<file path="src/rtl/regfile_pkg.sv">
// Shared constants and helpers for the multiport register file.
package regfile_pkg;

    localparam int unsigned DefDataW = 16;
    localparam int unsigned DefAddrW = 3;

    typedef enum logic {
        WrPortA = 1'b0,
        WrPortB = 1'b1
    } wr_port_e;

    // When both ports hit the same register, this port's data is kept.
    localparam wr_port_e WrWinner = WrPortB;

    // Lowest bit of element idx in a flattened vector of width-bit elements.
    function automatic int unsigned slice_lo(input int unsigned idx, input int unsigned width);
        return idx * width;
    endfunction

endpackage

</file>
<file path="src/rtl/rf_scoreboard.sv">
// Per-register busy scoreboard: load issue sets, port-B write-back clears.
module rf_scoreboard
    import regfile_pkg::*;
#(
    parameter int unsigned ADDR_W   = DefAddrW,
    parameter int unsigned NUM_RD   = 2,
    parameter bit          ZERO_REG = 1'b1,
    localparam int unsigned DEPTH   = 1 << ADDR_W
) (
    input  logic                     clk,
    input  logic                     rst,
    input  logic                     iss_en,
    input  logic [ADDR_W-1:0]        iss_addr,
    input  logic                     wb_en,
    input  logic [ADDR_W-1:0]        wb_addr,
    input  logic [NUM_RD*ADDR_W-1:0] rd_addr,
    output logic                     iss_stall,
    output logic [NUM_RD-1:0]        rd_busy,
    output logic [DEPTH-1:0]         busy_vec
);

    logic [DEPTH-1:0] busy_q;
    logic [DEPTH-1:0] busy_d;

    assign iss_stall = iss_en & busy_q[iss_addr];
    assign busy_vec  = busy_q;

    always_comb begin
        busy_d = busy_q;
        if (wb_en) begin
            busy_d[wb_addr] = 1'b0;
        end
        // Set after clear: a new load to a register being written back stays pending.
        if (iss_en && !iss_stall) begin
            busy_d[iss_addr] = 1'b1;
        end
        if (ZERO_REG) begin
            busy_d[0] = 1'b0;
        end
    end

    always_comb begin
        rd_busy = '0;
        for (int unsigned i = 0; i < NUM_RD; i++) begin
            rd_busy[i] = busy_q[rd_addr[slice_lo(i, ADDR_W) +: ADDR_W]];
        end
    end

    always_ff @(posedge clk or posedge rst) begin
        if (rst) begin
            busy_q <= '0;
        end else begin
            busy_q <= busy_d;
        end
    end

endmodule

</file>
<file path="src/rtl/regfile_multiport.sv">
// Multiport register file: NUM_RD read ports, two write ports, busy scoreboard.
// Define REGFILE_BYPASS_EN to forward same-cycle write data to the read ports.
module regfile_multiport
    import regfile_pkg::*;
#(
    parameter int unsigned DATA_W   = DefDataW,
    parameter int unsigned ADDR_W   = DefAddrW,
    parameter int unsigned NUM_RD   = 2,
    parameter bit          ZERO_REG = 1'b1,
    localparam int unsigned DEPTH   = 1 << ADDR_W
) (
    input  logic                     clk,
    input  logic                     rst,
    input  logic                     wa_en,
    input  logic [ADDR_W-1:0]        wa_addr,
    input  logic [DATA_W-1:0]        wa_data,
    input  logic                     wb_en,
    input  logic [ADDR_W-1:0]        wb_addr,
    input  logic [DATA_W-1:0]        wb_data,
    input  logic [NUM_RD*ADDR_W-1:0] rd_addr,
    output logic [NUM_RD*DATA_W-1:0] rd_data,
    output logic [NUM_RD-1:0]        rd_busy,
    input  logic                     iss_en,
    input  logic [ADDR_W-1:0]        iss_addr,
    output logic                     iss_stall,
    output logic [DEPTH-1:0]         busy_vec,
    output logic                     wr_conflict,
    output logic [DEPTH*DATA_W-1:0]  dbg_regs
);

    logic [DATA_W-1:0] regs_q [DEPTH];
    logic [DATA_W-1:0] regs_d [DEPTH];
    logic              wr_conflict_q;
    logic              wr_conflict_d;

    // Winner/loser view of the two write ports.
    logic              win_en,   lose_en;
    logic [ADDR_W-1:0] win_addr, lose_addr;
    logic [DATA_W-1:0] win_data, lose_data;

    always_comb begin
        if (WrWinner == WrPortB) begin
            win_en  = wb_en;  win_addr  = wb_addr;  win_data  = wb_data;
            lose_en = wa_en;  lose_addr = wa_addr;  lose_data = wa_data;
        end else begin
            win_en  = wa_en;  win_addr  = wa_addr;  win_data  = wa_data;
            lose_en = wb_en;  lose_addr = wb_addr;  lose_data = wb_data;
        end
    end

    always_comb begin
        regs_d = regs_q;
        if (lose_en) begin
            regs_d[lose_addr] = lose_data;
        end
        if (win_en) begin
            regs_d[win_addr] = win_data;
        end
        if (ZERO_REG) begin
            regs_d[0] = '0;
        end
    end

    assign wr_conflict_d = wa_en & wb_en & (wa_addr == wb_addr);
    assign wr_conflict   = wr_conflict_q;

    always_ff @(posedge clk or posedge rst) begin
        if (rst) begin
            for (int unsigned k = 0; k < DEPTH; k++) begin
                regs_q[k] <= '0;
            end
            wr_conflict_q <= 1'b0;
        end else begin
            regs_q        <= regs_d;
            wr_conflict_q <= wr_conflict_d;
        end
    end

    for (genvar i = 0; i < NUM_RD; i++) begin : g_rd
        logic [ADDR_W-1:0] addr;
        logic [DATA_W-1:0] val;

        assign addr = rd_addr[slice_lo(i, ADDR_W) +: ADDR_W];

        always_comb begin
`ifdef REGFILE_BYPASS_EN
            if (win_en && win_addr == addr) begin
                val = win_data;
            end else if (lose_en && lose_addr == addr) begin
                val = lose_data;
            end else begin
                val = regs_q[addr];
            end
`else
            val = regs_q[addr];
`endif
            // Also blocks forwarding of writes aimed at the hardwired zero.
            if (ZERO_REG && addr == '0) begin
                val = '0;
            end
        end

        assign rd_data[slice_lo(i, DATA_W) +: DATA_W] = val;
    end

    for (genvar j = 0; j < DEPTH; j++) begin : g_dbg
        assign dbg_regs[slice_lo(j, DATA_W) +: DATA_W] = regs_q[j];
    end

    rf_scoreboard #(
        .ADDR_W   (ADDR_W),
        .NUM_RD   (NUM_RD),
        .ZERO_REG (ZERO_REG)
    ) u_scoreboard (
        .clk       (clk),
        .rst       (rst),
        .iss_en    (iss_en),
        .iss_addr  (iss_addr),
        .wb_en     (wb_en),
        .wb_addr   (wb_addr),
        .rd_addr   (rd_addr),
        .iss_stall (iss_stall),
        .rd_busy   (rd_busy),
        .busy_vec  (busy_vec)
    );

endmodule

</file>
<file path="config.mk">
export PLATFORM = sky130hd
export DESIGN_NAME = regfile_multiport
export DESIGN_NICKNAME = d
export VERILOG_FILES = /design/src/rtl/regfile_pkg.sv /design/src/rtl/rf_scoreboard.sv /design/src/rtl/regfile_multiport.sv
export SDC_FILE = /design/constraint.sdc
export NUM_CORES = 1
export LEC_CHECK = 0
export BUFFER_PORTS_ARGS = -buffer_cell sky130_fd_sc_hd__buf_2
export CAP_MARGIN = 20
export CORE_MARGIN = 3
export CORE_UTILIZATION = 53
export DETAILED_ROUTE_END_ITERATION = 12
export PLACE_DENSITY_LB_ADDON = 0.3
export REMOVE_ABC_BUFFERS = 1
export SYNTH_ARGS = -nofsm -noshare
export SYNTH_HDL_FRONTEND = slang
export SYNTH_SLANG_ARGS = --single-unit
</file>
<file path="constraint.sdc">
create_clock -name clk -period 4.1 [get_ports clk]
set_clock_uncertainty 0.05 [all_clocks]
set_input_delay 0 -clock clk [delete_from_list [all_inputs] [get_ports clk]]
set_output_delay 0 -clock clk [all_outputs]
set_load 0.05 [all_outputs]
</file>
* Word level (Yosys, flattened, before mapping)
Index checks and enable logic that the tools add are counted.
Word-level totals: flip-flop bits (word level) 120
Operators by class: order comparisons 12, equal/unequal tests 1, mux-type cells 28, bitwise logic cells 10, reductions and logical operators 8
Operators by type and width (number):
- $bwmux W128 | 2
- $mux W128 | 1
- $mux W16 | 8
- $mux W112 | 1
- $bmux W16 S3 | 2
- $demux W16 S3 | 2
- $ge A4 B4 Y1 const B | 4
- $lt A3 B4 Y1 const B | 4
- $mux W8 | 2
- $not A3 Y4 | 4
- $bmux W1 S3 | 3
- $and A8 B8 Y8 | 1
- $lt A4 B1 Y1 const B | 2
- $not A8 Y8 | 1
- $or A8 B8 Y8 | 1
- $demux W1 S3 | 2
- $ge A3 B1 Y1 const B | 2
- $logic_not A3 Y1 | 2
- $logic_and A1 B1 Y1 | 5
- $mux W1 | 5
- $and A1 B1 Y1 | 3
- $eq A3 B3 Y1 | 1
- $logic_not A1 Y1 | 1

* Depth between registers and ports, before layout
Gate-level depths: netlist (run 1).
word-level depth 9, gate-level depth with buffers 6

* Cells and area by module
A second synthesis (run 1) with hierarchy kept.
Second synthesis, totals: cells, all modules 774, area, all modules 7947.6 µm²
By module, submodules not included:
- regfile_multiport | times used 1, cells an instance 714, area an instance 7392.1 µm², sequential area each 2827.7 µm²
- rf_scoreboard | times used 1, cells an instance 60, area an instance 555.5 µm², sequential area each 175.2 µm²

* Least setup slack after synthesis (run 1)
No wires, ideal clock.
path type reg2out, start register u_scoreboard.busy_q[1] (netlist: u_scoreboard.busy_vec[1]), end output port rd_busy[0], data arrival time 2.080 ns, required time 4.050 ns, path slack 1.970 ns, stages on the path, launching flop included 4, path buffers 0, cells stage by stage dfrtp_1 > mux2_2 > a22oi_1 > o21ai_0
Between the ends: longest elaborated chain between the ends 2
Ends and longest elaborated chain:
- start, declared | line rf_scoreboard.sv:22 | logic [DEPTH-1:0] busy_q;
- start signal, assigned | line rf_scoreboard.sv:53 | busy_q <= busy_d;
- $bmux W1 S3 | line rf_scoreboard.sv:45 | rd_busy[i] = busy_q[rd_addr[slice_lo(i, ADDR_W) +: ADDR_W]];
- $mux W1 (implied by the code) | line rf_scoreboard.sv:45
- end, declared | line regfile_multiport.sv:22 | output logic [NUM_RD-1:0] rd_busy,
No other way between the ends. The select of a mux whose other input is x is not followed.

* Final worst setup path (run 1)
start input port rd_addr[1], end output port rd_busy[0]
Between the ends: longest elaborated chain between the ends 2
Ends and longest elaborated chain:
- start, declared | line regfile_multiport.sv:20 | input logic [NUM_RD*ADDR_W-1:0] rd_addr,
- $bmux W1 S3 | line rf_scoreboard.sv:45
- $mux W1 (implied by the code) | line rf_scoreboard.sv:45
No other way between the ends. The select of a mux whose other input is x is not followed.

==> reports/qor.yml, run 1 <==
run_status:
  status: "finished clean"
placement:
  dp.cells: 1093
  gp_congestion: 0.835
  dp_hpwl_um: 15100
  dp_slack_ps: 1800
  port_buffers: 206
  placed_area_mm2: 0.00865
flow_run:
  cap_viol_max_count: 0
cts:
  cts_htree_levels: 4
  cts_buffers: 17
  path_clk_slew_ps: 50
  cts_root_buf: "clkbuf_16"
  cts_sinks: 120
  tritoncts: "built"
  clock_latency_ps: 400
  ctsLongestPathBuffers: 2
drt:
  routed_wl_um: 25100
  via_per_inst: 6.03
  drc_errors: 0
  vias: 7138
  dr.pass1.iters: 5
  final_antenna_net_count: 0
  drt_iter0_drc: 706
  wire_per_inst_um: 21.2
sta:
  maxSlewHeadroom_pct: 24.6
  fin_tns_setup_ps: 0
  rsz0062_at_grt: "no"
  slew_violations: 0
  timing.fmax_mhz: 403
  setup_viol: 0
  period_share_pct: 60.5
  worst_hold_slack_ps: 200
  worstMarginPinSlew_ps: 1130
  finalHoldViolations: 0
  fin_ws_ps: 1620
  min_period_ps: 2480
setup_path:
  cp-end-kind: "output pin"
  reg2reg_depth: 2
  criticalPathCategory: "in2out"
  cp.required_ps: 4050
  critPathLaunchType: "input pin"
  crit_fanout: 36
  cpMaxStageDelayCell: "nor2b_2"
  crit_chain: "buf_2 > buf_4 > nor2b_2 > a22oi_1 > o21ai_0 > buf_2"
  reg2reg_slack_ps: 2500
  cp.arrival_ps: 2430
  rr_startpoint: "u_scoreboard.busy_vec[1]"
  crit_path_max_incr_delay_ps: 1010
  crit_buf_inv: 3
  r2r-end: "u_scoreboard.busy_vec[1]"
  cp_top_family: "simple AND/OR/NAND/NOR gates"
  crit_path_frequent_cell: "buf_2"
finish:
  final_cell_count_no_fill: 1183
  drive_gt1_share_pct: 32.3
  diodes: 0
  final_area_mm2: 0.00987
  nNetsFinal: 1044
  area_growth_pct: 26.5
  fill_cells: 1072
global_routing:
  overflow: 0
  grt_max_degree: 54
  grt_pass1_wl_um: 38600
  track_usage_pct: 30.8
  grt_pass1_vias: 6880
  antenna_found_initial: 0
floorplan:
  coreArea_mm2: 0.0141
  num_rows: 43
  die_h_um: 127
  initial_utilization_pct: 55.1
  ios: 224
  die_x_um: 127
  die_area_mm2: 0.0162
synthesis:
  synthCells: 761
  synth_cell_types: 38
  synth-seq-cells: 120
  ys_seq_area_share_pct: 38.5
  synth_flop_cell: "dfrtp_1"
  synth-edff-count: 0
  ys_warn_count: 0
  synth.cell_area_mm2: 0.00780
  async_flop_share_pct: 100
  avgSynthCellArea_um2: 10.3
hold_path:
  min-delay-path-class: "in2async"
power_and_ir_drop:
  power_density_mw_per_mm2: 602
  p_leak_nw: 4.72
  ir_drop_mv: 0.447
[cell usage in the layout, fill, tap and decap left out, drive strengths merged, types with 2 or more instances in the layout]
cell	synthesis	layout
nor2b	2	2
nor2	64	64
conb	1	17
mux4	35	35
a22oi	25	25
dfrtp	120	120
inv	10	10
dlygate4sd3	0	60
nand2b	5	5
nand4	2	2
a21oi	73	73
o31ai	6	6
mux2i	113	113
nand4b	6	6
bufinv	0	4
mux2	34	34
buf	62	222
a221oi	8	8
clkinv	0	6
o21ai	74	74
xor2	2	2
clkbuf	24	20
and4bb	6	6
nand2	81	81
[flip-flops by register name, summed over array words and instances (netlist names)]
register,cells
u_scoreboard.busy_vec,7
dbg_regs,112
wr_conflict,1
[worst max path at each step]
stage,start,end,slack [ps],depth (start not counted)
final,rd_addr[1],rd_busy[0],1620,6
after global routing,rd_addr[1],rd_busy[0],1530,6
after CTS,rd_addr[1],rd_data[0],1780,6
after detailed placement,rd_addr[1],rd_data[0],1800,6
after global placement,rd_addr[1],rd_data[0],1800,6
after floorplan,rst,dbg_regs[100],860,1
[layer usage]
layer,routed length [um],vias to the layer above,GRT usage (%)
met1,9920,3471,41.6
li1,-,3195,-
met2,12400,430,50.6
met5,0,-,0
met3,2330,42,6.10
met4,439,0,9.34
[where the power goes]
part	internal, W	leakage [nW]	switching, W
Combinational	0.000782	3.00	0.00183
Clock	0.00105	0.311	0.000506
Sequential	0.00145	1.41	0.000314
Total	0.00329	4.72	0.00265
[repair_timing]
item | CTS | global route
hold endpoints to repair | 171 | 0
buffers inserted | 0 | 0
gates resized for setup | 0 | 0
hold buffers | 60 | 0
[final cells by class]
type	count	area (um^2)	area share, %
clock inverter	10	150	1.52
sequential	120	3000	30.4
clock buffer	20	467	4.73
inverter	10	40.0	0.406
timing repair buffer	282	1760	17.8
multi-input combinational	561	4230	42.8
tap	180	225	2.28
[synth_stat cells, types with 8 or more instances]
| library cell | instances | area, um^2 |
|---|---|---|
| dfrtp_1 | 120 | 3000 |
| mux2i_1 | 113 | 1130 |
| nand2_1 | 81 | 304 |
| a21oi_1 | 73 | 365 |
| o21ai_1 | 68 | 340 |
| nor2_1 | 64 | 240 |
| mux4_2 | 35 | 788 |
| mux2_2 | 30 | 338 |
| a22oi_1 | 25 | 188 |
| buf_4 | 24 | 180 |
| clkbuf_1 | 21 | 78.8 |
| buf_2 | 18 | 90.1 |
| buf_6 | 15 | 169 |
| inv_1 | 10 | 37.5 |
| a221oi_1 | 8 | 70.1 |
[cells by family (layout without fill, tap and decap cells)]
logic type      count (synthesis)  after routing  share of synthesized area (%)
compound gates                190            190                           13.7
mux                           182            182                           29.5
simple gates                  169            169                           9.75
flops                         120            120                           38.5
buf+inv                        96            322                           8.18
xor+xnor                        3              3                          0.337
other cells                     1             17                         0.0481
[worst register-to-register path, cell delays in order, from the launching register on]
cell           delay [ps]
dfrtp_1               450
o41ai_1               440
dlygate4sd3_1         600
[per-stage QoR]
stage	power, W	utilization (%)
final	0.00594	69.8
after global routing	0.00617	69.8
after CTS	0.00593	69.8
after global placement	0.00424	61.0
after detailed placement	0.00428	61.2
after floorplan	0.00361	-
Note: power is estimated with default switching activity, not from simulation.
==> run 2, diff against run 1 <==
--- a/config.mk
+++ b/config.mk
@@ -5,10 +5,11 @@
 export SDC_FILE = /design/constraint.sdc
 export NUM_CORES = 1
 export LEC_CHECK = 0
+export ABC_AREA = 1
 export BUFFER_PORTS_ARGS = -buffer_cell sky130_fd_sc_hd__buf_2
 export CAP_MARGIN = 20
 export CORE_MARGIN = 3
-export CORE_UTILIZATION = 53
+export CORE_UTILIZATION = 48
 export DETAILED_ROUTE_END_ITERATION = 12
 export PLACE_DENSITY_LB_ADDON = 0.3
 export REMOVE_ABC_BUFFERS = 1
==> constraint.sdc (replaced) <==
create_clock -name clk -period 2.2 [get_ports clk]
set_clock_uncertainty 0.05 [all_clocks]
set_input_delay 0 -clock clk [delete_from_list [all_inputs] [get_ports clk]]
set_output_delay 0 -clock clk [all_outputs]
set_load 0.05 [all_outputs]
==> reports/qor.yml, run 2 <==
global_routing:
  overflow: 0  # unchanged
  grt_pass1_vias: 9220  # +34%
  antenna_found_initial: 0  # unchanged
  track_usage_pct: 34.8  # +4.0 points
  grt_max_degree: 121  # +120%
  grt_pass1_wl_um: 49400  # +28%
setup_path:
  criticalPathCategory: "in2reg"
  crit_path_frequent_cell: "dlygate4sd3_1"
  cpMaxStageDelayCell: "dlygate4sd3_1"
  cp.arrival_ps: 2280  # -150 ps
  cp_top_family: "buffers and inverters"
  crit_buf_inv: 4  # +1
  crit_fanout: 32  # -11%
  cp.required_ps: 2450  # -1600 ps
  crit_chain: "dlygate4sd3_1 > buf_2 > inv_2 > nand3_4 > o21ai_0 > nand2_1 > dlygate4sd3_1"
  cp-end-kind: "flop"
  critPathLaunchType: "input pin"
  crit_path_max_incr_delay_ps: 580  # -430 ps
synthesis:
  synth_top_family_by_area: "compound AO/OA/AOI/OAI gates"
  async_flop_share_pct: 100  # unchanged
  ys_warn_count: 0  # unchanged
  muxShareOfSynthArea_pct: 0  # -30 points
  synthMostInstantiatedCell: "nand2_1"
  synth_flop_cell: "dfrtp_1"
  synth-edff-count: 0  # unchanged
  avgSynthCellArea_um2: 6.83  # -33%
  synth.cell_area_mm2: 0.00799  # +2.4%
  synth_area_leaders: "dfrtp_1 (38%), o21ai_0 (13%), nand2_1 (10%)"
  synthXorXnorAreaFrac_pct: 0  # -0.34 points
  synthCells: 1170  # +54%
  synth_top_area_share_pct: 37.6  # -0.90 points
  yosysTopAreaCell: "dfrtp_1"
  ys_seq_area_share_pct: 37.6  # -0.90 points
  yosys-top-cells-count: "nand2_1 (220), o21ai_0 (200), dfrtp_1 (120)"
  synth_fa_ha_area_share_pct: 0  # unchanged
  synth-simple-area-share_pct: 21.0  # +11 points
  synth-compound-area-share_pct: 29.5  # +16 points
  synth_cell_types: 30  # -21%
  synth-seq-cells: 120  # unchanged
hold_path:
  min-delay-path-class: "in2reg"
sta:
  setup_viol: 0  # unchanged
  maxSlewHeadroom_pct: 40.7  # +16 points
  period_share_pct: 92.2
  worst_hold_slack_ps: 60.4  # -140 ps
  rsz0062_at_grt: "no"
  min_period_ps: 2030
  slew_violations: 0  # unchanged
  finalHoldViolations: 0  # unchanged
  worstMarginPinSlew_ps: 887  # -239 ps
  timing.fmax_mhz: 493
  fin_tns_setup_ps: 0  # unchanged
drt:
  drc_errors: 0  # unchanged
  drt_iter0_drc: 1106  # +57%
  routed_wl_um: 32100  # +28%
  final_antenna_net_count: 0  # unchanged
  dr.pass1.iters: 7  # +2
  vias: 9710  # +36%
  via_per_inst: 5.96  # -1.2%
  wire_per_inst_um: 19.7  # -7.1%
run_status:
  status: "finished clean"
cts:
  path_clk_slew_ps: 60  # about the same
  cts_resized: 0  # unchanged
  postCtsSetupRepairBufs: 0  # unchanged
  tritoncts: "built"
  clock_latency_ps: 420  # +20 ps
  cts_sinks: 120  # unchanged
  cts_root_buf: "clkbuf_16"
  cts_buffers: 17  # unchanged
  ctsLongestPathBuffers: 2  # unchanged
  cts_htree_levels: 4  # unchanged
finish:
  fill_cells: 1427  # +33%
  multi_input_area_mm2: 0.00410  # -3.0%
  largest_register_ffs: 112  # unchanged
  final_cell_mix: "nand2_1 (220), buf_2 (206), o21ai_0 (200)"
  final_cell_count_no_fill: 1628  # +38%
  seq_area_mm2: 0.00300  # unchanged
  nNetsFinal: 1451  # +39%
  area_growth_pct: 29.7
  diodes: 0  # unchanged
  drive_gt1_share_pct: 19.9  # -12 points
  final_common_cell: "nand2_1"
floorplan:
  coreArea_mm2: 0.0161  # +13%
  die_h_um: 135  # +6.0%
  ios: 224  # unchanged
  die_x_um: 135  # +6.0%
  die_area_mm2: 0.0182  # +12%
  num_rows: 46  # +7.0%
  initial_utilization_pct: 49.8  # -5.4 points
placement:
  port_buffers: 206  # unchanged
  dp.cells: 1530  # +40%
  dp_hpwl_um: 19800  # +31%
  gp_congestion: 0.903  # +8.2%
flow_run:
  cap_viol_max_count: 0  # unchanged
power_and_ir_drop:
  power_density_mw_per_mm2: 1060  # +77%
  p_leak_nw: 5.17  # +9.5%
  p_total_w: 0.0110  # +86%
  ir_drop_mv: 0.702  # +57%
-- run 2: cell count changes after synthesis, moves of 46 or more --
cell      before  now
o21ai_0        6  200
nand2_1       81  220
mux2i_1      113    0
inv_1         10  105
o21ai_1       68   17
o211ai_1       0   46
-- run 2: through the flow --
stage	instance area, um^2	setup slack (ps)	util, %
2_1_floorplan	7520	-1040	-
3_3_place_gp	9050	367	56.4
3_5_place_dp	9050	347	56.4
4_1_cts	10300	270	64.4
5_1_grt	10400	51.3	64.5
6_report	10400	171	64.5
-- run 2: kinds of logic after synthesis --
logic type,after synthesis
DFF,120
other,1
buffers and inverters,213
AOI/OAI and AO/OA,432
and+or+nand+nor,404
-- run 2: path summary, 6_finish.rpt --
kind | from | endpoint | slack (ps) | depth (start not counted)
max reg2reg | u_scoreboard.busy_vec[3] | u_scoreboard.busy_vec[1] | 330 | 8
max | wa_addr[1] | dbg_regs[31] | 170 | 7
min in group asynchronous | rst | dbg_regs[32] | 180 | 4
max in group asynchronous | rst | dbg_regs[92] | 1300 | 4
min | wa_addr[2] | dbg_regs[57] | 60 | 4
min reg2reg | u_scoreboard.busy_vec[6] | u_scoreboard.busy_vec[6] | 460 | 2
-- run 2: final cells by class --
cell class,count,area share (%)
Multi-Input combinational cell,853,39.5
Sequential cell,120,29.0
Timing Repair Buffer,296,18.6
Clock buffer,24,4.84
Inverter,111,4.07
Tap cell,216,2.61
Clock inverter,8,1.35
-- run 2: power breakdown --
group | internal [W] | total, W | leakage (nW) | switching, W
registers | 0.00269 | 0.00313 | 1.40 | 0.000445
logic | 0.00117 | 0.00482 | 3.45 | 0.00365
clock network | 0.00204 | 0.00307 | 0.320 | 0.00103
total | 0.00590 | 0.0110 | 5.17 | 0.00512
-- run 2: metal layers --
| layer | track usage [%] | up-vias | routed length (um) |
|---|---|---|---|
| li1 | - | 4390 | - |
| met1 | 45.7 | 4462 | 12300 |
| met2 | 54.1 | 720 | 14500 |
| met3 | 7.68 | 138 | 3830 |
| met4 | 17.9 | 0 | 1500 |
| met5 | 0 | - | 0 |
-- run 2: worst reg2reg max path: stages, from the launching register on --
cell and delay (ps):
dfrtp_1 420, inv_1 130, nand2_1 60, nand3_1 70, nand2_1 70, nor2_2 270, nand3_1 100, dlygate4sd3_1 570
nand2_1 60
-- run 2: repair_timing --
action / 4_1_cts / 5_1_grt
hold buffers: 65 / 0
endpoints found under the hold margin: 240 / 0
setup endpoints to repair: 0 / 0
